## config.mk

```make
export PLATFORM = sky130hd
export DESIGN_NAME = nist_test_sequencer
export DESIGN_NICKNAME = d
export VERILOG_FILES = /design/src/rtl/nist_test_sequencer.sv
export SDC_FILE = /design/constraint.sdc
export NUM_CORES = 1
export LEC_CHECK = 0
export CAP_MARGIN = 25
export CORE_ASPECT_RATIO = 1.5
export CORE_MARGIN = 2
export CORE_UTILIZATION = 30
export CTS_CLUSTER_SIZE = 14
export DETAILED_ROUTE_END_ITERATION = 10
export DONT_BUFFER_PORTS = 1
export HOLD_SLACK_MARGIN = 0.02
export PLACE_DENSITY = 0.46
export SYNTH_ARGS = -nofsm -noshare
export SYNTH_HDL_FRONTEND = slang
export SYNTH_SLANG_ARGS = --single-unit
```

## constraint.sdc

```tcl
create_clock -name clk -period 2.05 [get_ports clk]
set_clock_uncertainty 0.1 [all_clocks]
set_input_delay 0.205 -clock clk [delete_from_list [all_inputs] [get_ports clk]]
set_output_delay 0.205 -clock clk [all_outputs]
set_load 0.1 [all_outputs]
```

## src/rtl/nist_test_sequencer.sv

```systemverilog
// -----------------------------------------------------------------------------
// nist_test_sequencer
//
// Purpose:
//   Drives an external NIST randomness test bank through a campaign of N_RUNS
//   runs. Each run holds the bank in reset for CLR_CYCLES cycles, streams
//   WINDOW_LEN raw random bits into it, then spends one evaluation cycle
//   collecting its error outputs. Failing runs are counted, and per-test
//   failure flags stay sticky for the whole campaign. The campaign passes if
//   no more than MAX_FAIL runs failed.
//
//   One campaign takes N_RUNS*(CLR_CYCLES+WINDOW_LEN+1) cycles, measured from
//   the edge that samples start to the first cycle with done=1.
//
// Parameters:
//   WINDOW_LEN  random bits streamed per run (2..65535)
//   N_RUNS      runs per campaign (1..15)
//   CLR_CYCLES  cycles the test bank is held in reset before each run (1..15)
//   MAX_FAIL    largest failing-run count that still passes (0..15)
//
// Ports:
//   clk         single clock; all state changes on its rising edge
//   rstn        asynchronous active-low reset
//   start       campaign start request (acted on only in IDLE or DONE)
//   abort       campaign abort request (acted on only while busy)
//   RND_in      raw random bit stream under test
//   err_in      error1..error4 from the test bank (bit 0 = error1)
//   test_rstn   active-low reset to the test bank
//   RND_out     gated bit stream to the test bank
//   busy        a campaign is in progress (CLEAR, RUN or EVAL)
//   done        a campaign has completed (DONE)
//   pass        completed campaign met the MAX_FAIL limit
//   fail_flags  sticky per-test failure flags for the current campaign
//   fail_runs   number of failing runs, saturating at 15
//   run_idx     index of the current run
// -----------------------------------------------------------------------------
module nist_test_sequencer #(
  parameter int WINDOW_LEN = 1024,
  parameter int N_RUNS     = 8,
  parameter int CLR_CYCLES = 2,
  parameter int MAX_FAIL   = 1
) (
  input  logic       clk,
  input  logic       rstn,
  input  logic       start,
  input  logic       abort,
  input  logic       RND_in,
  input  logic [3:0] err_in,
  output logic       test_rstn,
  output logic       RND_out,
  output logic       busy,
  output logic       done,
  output logic       pass,
  output logic [3:0] fail_flags,
  output logic [3:0] fail_runs,
  output logic [3:0] run_idx
);

  // Width of the bit counter, sized to hold WINDOW_LEN-1.
  localparam int CNT_W = (WINDOW_LEN > 2) ? $clog2(WINDOW_LEN) : 1;

  typedef enum logic [2:0] {
    IDLE,
    CLEAR,
    RUN,
    EVAL,
    DONE
  } state_t;

  state_t     state;
  state_t     next_state;

  logic [3:0]       clr_cnt;
  logic [CNT_W-1:0] bit_cnt;
  logic [3:0]       run_err;

  logic in_campaign;
  logic collecting;
  logic start_campaign;
  logic clr_last;
  logic bit_last;
  logic last_run;
  logic run_failed;

  // Decoded conditions shared by the FSM and the datapath. A start request
  // is only honoured from IDLE or DONE; abort only matters while busy, so a
  // simultaneous start/abort resolves to whichever one the state accepts.
  always_comb begin
    in_campaign    = (state == CLEAR) || (state == RUN) || (state == EVAL);
    collecting     = (state == RUN) || (state == EVAL);
    start_campaign = ((state == IDLE) || (state == DONE)) && start;
    clr_last       = (clr_cnt == 4'(CLR_CYCLES - 1));
    bit_last       = (bit_cnt == CNT_W'(WINDOW_LEN - 1));
    last_run       = (run_idx == 4'(N_RUNS - 1));
    run_failed     = ((run_err | err_in) != 4'b0000);
  end

  // State register.
  always_ff @(posedge clk or negedge rstn) begin
    if (!rstn) begin
      state <= IDLE;
    end else begin
      state <= next_state;
    end
  end

  // Next-state logic. Abort takes priority over the normal phase progression
  // in every busy state.
  always_comb begin
    next_state = state;
    case (state)
      IDLE, DONE: begin
        if (start) begin
          next_state = CLEAR;
        end
      end
      CLEAR: begin
        if (abort) begin
          next_state = IDLE;
        end else if (clr_last) begin
          next_state = RUN;
        end
      end
      RUN: begin
        if (abort) begin
          next_state = IDLE;
        end else if (bit_last) begin
          next_state = EVAL;
        end
      end
      EVAL: begin
        if (abort) begin
          next_state = IDLE;
        end else if (last_run) begin
          next_state = DONE;
        end else begin
          next_state = CLEAR;
        end
      end
      default: begin
        next_state = IDLE;
      end
    endcase
  end

  // Output decode. The test bank is released from reset through RUN and EVAL,
  // but only sees random bits during RUN; RND_out is a combinational gate of
  // RND_in so the bank receives the stream without an extra cycle of delay.
  always_comb begin
    test_rstn = 1'b0;
    RND_out   = 1'b0;
    busy      = 1'b0;
    done      = 1'b0;
    pass      = 1'b0;
    case (state)
      CLEAR: begin
        busy = 1'b1;
      end
      RUN: begin
        test_rstn = 1'b1;
        RND_out   = RND_in;
        busy      = 1'b1;
      end
      EVAL: begin
        test_rstn = 1'b1;
        busy      = 1'b1;
      end
      DONE: begin
        done = 1'b1;
        pass = (fail_runs <= 4'(MAX_FAIL));
      end
      default: begin
        test_rstn = 1'b0;
      end
    endcase
  end

  // Reset-hold counter. It only advances while in CLEAR and rests at zero
  // everywhere else, so every entry into CLEAR starts a fresh count.
  always_ff @(posedge clk or negedge rstn) begin
    if (!rstn) begin
      clr_cnt <= '0;
    end else if ((state == CLEAR) && !abort && !clr_last) begin
      clr_cnt <= clr_cnt + 4'd1;
    end else begin
      clr_cnt <= '0;
    end
  end

  // Bit counter for the streaming window, 0..WINDOW_LEN-1, same scheme as
  // the reset-hold counter.
  always_ff @(posedge clk or negedge rstn) begin
    if (!rstn) begin
      bit_cnt <= '0;
    end else if ((state == RUN) && !abort && !bit_last) begin
      bit_cnt <= bit_cnt + CNT_W'(1);
    end else begin
      bit_cnt <= '0;
    end
  end

  // Run index. Advances on the way out of EVAL unless this was the last run,
  // in which case it stays put so DONE reports the final run. An abort leaves
  // it where it was.
  always_ff @(posedge clk or negedge rstn) begin
    if (!rstn) begin
      run_idx <= '0;
    end else if (start_campaign) begin
      run_idx <= '0;
    end else if ((state == EVAL) && !abort && !last_run) begin
      run_idx <= run_idx + 4'd1;
    end
  end

  // Sticky campaign-wide failure flags. Errors are only meaningful while the
  // bank is out of reset, i.e. RUN and EVAL.
  always_ff @(posedge clk or negedge rstn) begin
    if (!rstn) begin
      fail_flags <= '0;
    end else if (start_campaign) begin
      fail_flags <= '0;
    end else if (collecting) begin
      fail_flags <= fail_flags | err_in;
    end
  end

  // Per-run error accumulator. It is emptied on every exit from EVAL and on
  // abort so that the next run starts clean.
  always_ff @(posedge clk or negedge rstn) begin
    if (!rstn) begin
      run_err <= '0;
    end else if (start_campaign) begin
      run_err <= '0;
    end else if ((state == EVAL) || (in_campaign && abort)) begin
      run_err <= '0;
    end else if (state == RUN) begin
      run_err <= run_err | err_in;
    end
  end

  // Failing-run counter. The EVAL-cycle errors are folded in directly since
  // they never reach run_err. An aborted EVAL does not count its run.
  always_ff @(posedge clk or negedge rstn) begin
    if (!rstn) begin
      fail_runs <= '0;
    end else if (start_campaign) begin
      fail_runs <= '0;
    end else if ((state == EVAL) && !abort && run_failed &&
                 (fail_runs != 4'd15)) begin
      fail_runs <= fail_runs + 4'd1;
    end
  end

endmodule

```

==> impl_metrics.csv <==
group,metric,value,unit
status,outcome,"completed",
setup_path,critPathArrivalTime,1650,ps
route,detailroute.via_count,1210,
run,max-cap-violations,0,
timing,fin_tns_setup,0,ps
logic_synthesis,synth_sequential_area_ratio,52.1,%
setup_path,critical_path.cell_chain,"buf_8 -> ha_1 -> nor2_1 -> nor4_4 -> buf_12",
clock_tree,cts-buffers-inserted,5,
global_routing,first_global_vias,1267,
global_routing,track_usage,12.8,%
global_routing,pin_count_of_the_biggest_net_entering_global_routing,34,
setup_path,start_kind,"register",
floorplan,core.rowCount,32,
layout,final-instance-count-excl-fill,253,
route,routed_wl,3450,um
global_routing,number_of_antenna_violations_at_the_first_check_in_global_routing,0,
layout,fin_nets,200,
global_routing,grt_overflow_total,0,
timing,finalSetupViolations,0,
clock_tree,cts-root-buf,"clkbuf_8",
layout,top_library_cells_by_usage_in_the_layout_fill_and_taps_aside,"nor2_1 (28), dfrtp_1 (28), buf_4 (16)",
timing,timing_max_transition_violations_final,0,
floorplan,design.portCount,26,
clock_tree,clk_latency,280,ps
floorplan,floorplan.die_area,5890,um2
timing,finalHoldViolCount,0,
place,placement_cell_area,1850,um2
clock_tree,cts_tree,"yes",
setup_path,timing.critical_path.to_type,"primary output",
route,antenna_left,0,
logic_synthesis,yosys_warnings,0,
route,wire_per_inst,13.7,um
clock_tree,cts_htree_levels,2,
logic_synthesis,syn-cell-area,1580,um2
route,drt_first_pass_iters,4,
setup_path,critPathRequiredTime,1750,ps
timing,slew_headroom,74.0,%
global_routing,wire_length_of_the_first_global_routing_pass,5870,um
floorplan,core-area,5120,um2
setup_path,reg2regPathDepth,5,
logic_synthesis,nets_in_the_synthesized_netlist,170,
timing,max_frequency,511,MHz
floorplan,die_width,63.3,um
route,routed_via_density,4.78,
setup_path,critical-path-slowest-cell,"dfrtp_4",
timing,final_setup_slack_of_the_worst_path,93.3,ps
logic_synthesis,synth_cells,154,
timing,timing.final.crit_share,95.4,%
power,peakVddDrop,0.000846,V
power,power.static_leakage,0.932,nW
setup_path,crit_path_max_fanout,4,
route,drc_marker_count_from_the_first_detailed_route_iteration,30,
timing,timing.final.crit_period,1960,ps
clock_tree,cts_sinks,33,
clock_tree,clkSlewWorstSetupHoldPaths,70,ps
place,dp_cells,238,
timing,slew_at_the_pin_closest_to_its_max_slew_limit,390,ps
layout,area_added_between_synthesis_and_finish,29.9,%
logic_synthesis,ys_seq_elements,33,
layout,layout-drive-gt1-share,22.2,%
place,port_buffers,0,
layout,finalInstanceArea,2060,um2
floorplan,initial_utilization,30.9,%
setup_path,worst-setup-path-type,"register to primary output",
hold_path,worst_hold_path.num_cells,2,
hold_path,worst_min_path_class,"input pin to register",
power,p_total,2.67,mW
timing,rsz_0062_raised_after_global_routing,"no",
place,dpl_worst_slack,280,ps
route,drt_drc_violations_left,0,
setup_path,slowest_delay,450,ps
layout,antenna_cells,0,
power,power_per_cell_area,1300,nW/um2
place,dp_hpwl,2520,um
timing,whs,47.4,ps
place,place.gp.congestion,0.721,
floorplan,chip_height,93.0,um
logic_synthesis,avgSynthCellArea,10.3,um2
logic_synthesis,synth.lib_cells_used.distinct,35,
clock_tree,clock_tree.buffer_depth,2,
layout,final_core_util,40.2,%
-- layout make-up --
cell class,count,area [um2]
fillers,533,3070
flip-flops and latches,33,837
multi-input cells,113,746
repair buffers,26,255
clock buffers,7,86.3
well taps,68,85.1
clock inverters,1,30.0
inverters,5,18.8
-- final timing paths --
path,start,end,slack (ps)
max reg2reg,fail_runs[0],fail_runs[3],280
max in group asynchronous,rstn,fail_runs[1],1380
min,abort,clr_cnt[3],50
min in group asynchronous,rstn,clr_cnt[0],280
max,fail_runs[0],pass,90
min reg2reg,bit_cnt[0],bit_cnt[0],390
-- sequential cells by signal, indices dropped and copies added, names as in the netlist --
name        count
bit_cnt        10
clr_cnt         4
fail_flags      4
fail_runs       4
run_err         4
run_idx         4
state           3
-- Yosys cell counts --
cell type | n | area share (%)
dfrtp_1 | 33 | 52
nor2_1 | 29 | 6.9
nand2_1 | 11 | 2.6
a21oi_1 | 8 | 2.5
nand3_1 | 8 | 2.5
ha_1 | 7 | 5.5
xor2_1 | 7 | 3.9
xnor2_1 | 5 | 2.8
a22o_1 | 4 | 2.2
inv_1 | 4 | 0.95
and2_1 | 3 | 1.2
nor4_1 | 3 | 1.2
and3_1 | 2 | 0.79
and4_1 | 2 | 1.1
buf_2 | 2 | 0.63
mux2i_1 | 2 | 1.3
nand3b_1 | 2 | 0.95
nand4_1 | 2 | 0.79
nor2b_1 | 2 | 0.79
o21ai_0 | 2 | 0.63
or3_1 | 2 | 0.79
a211oi_2 | 1 | 0.79
a21o_1 | 1 | 0.47
a31o_1 | 1 | 0.55
and3b_2 | 1 | 0.63
and4bb_1 | 1 | 0.79
buf_1 | 1 | 0.24
clkinv_1 | 1 | 0.24
mux2_1 | 1 | 0.71
nand2b_1 | 1 | 0.40
nand4bb_2 | 1 | 1.0
nor3_1 | 1 | 0.32
o221a_2 | 1 | 0.71
o22ai_1 | 1 | 0.40
or4b_1 | 1 | 0.63
-- critical path: cells and delay by family (launching register included) --
family / cells / cell delay (ps)
adders and majority gates: 1 / 170
buffers and inverters: 2 / 420
DFF: 1 / 450
and+or+nand+nor: 2 / 310
-- routing by layer --
metal | vias to the layer above | track usage, % | wire length (um)
li1 | 593 | - | -
met3 | 7 | 3.37 | 146
met1 | 590 | 14.2 | 1400
met4 | 0 | 6.52 | 76
met2 | 20 | 22.4 | 1830
met5 | - | 0 | 0
-- kinds of logic (layout without fill, tap and decap cells) --
logic type,count (synthesis),after routing,share of synthesized area [%]
compound gates,19,19,8.29
xor+xnor,12,12,6.64
fa+ha+maj,7,7,5.53
buf+inv,8,39,2.05
flops,33,33,52.1
mux,3,3,1.97
simple gates,72,72,23.4
-- repair_timing --
item                                    4_1_cts  5_1_grt
hold buffers                                  7        0
resized for setup                             1        1
hold endpoints to repair                     42        0
endpoints found under the setup margin        1        1
setup buffers                                 0        0
-- power by group --
part	switching [mW]	internal, mW
Sequential	0.0958	0.765
Combinational	0.875	0.305
Clock	0.235	0.396
Total	1.20	1.47
No activity file was read; power rests on OpenSTA's default activity.
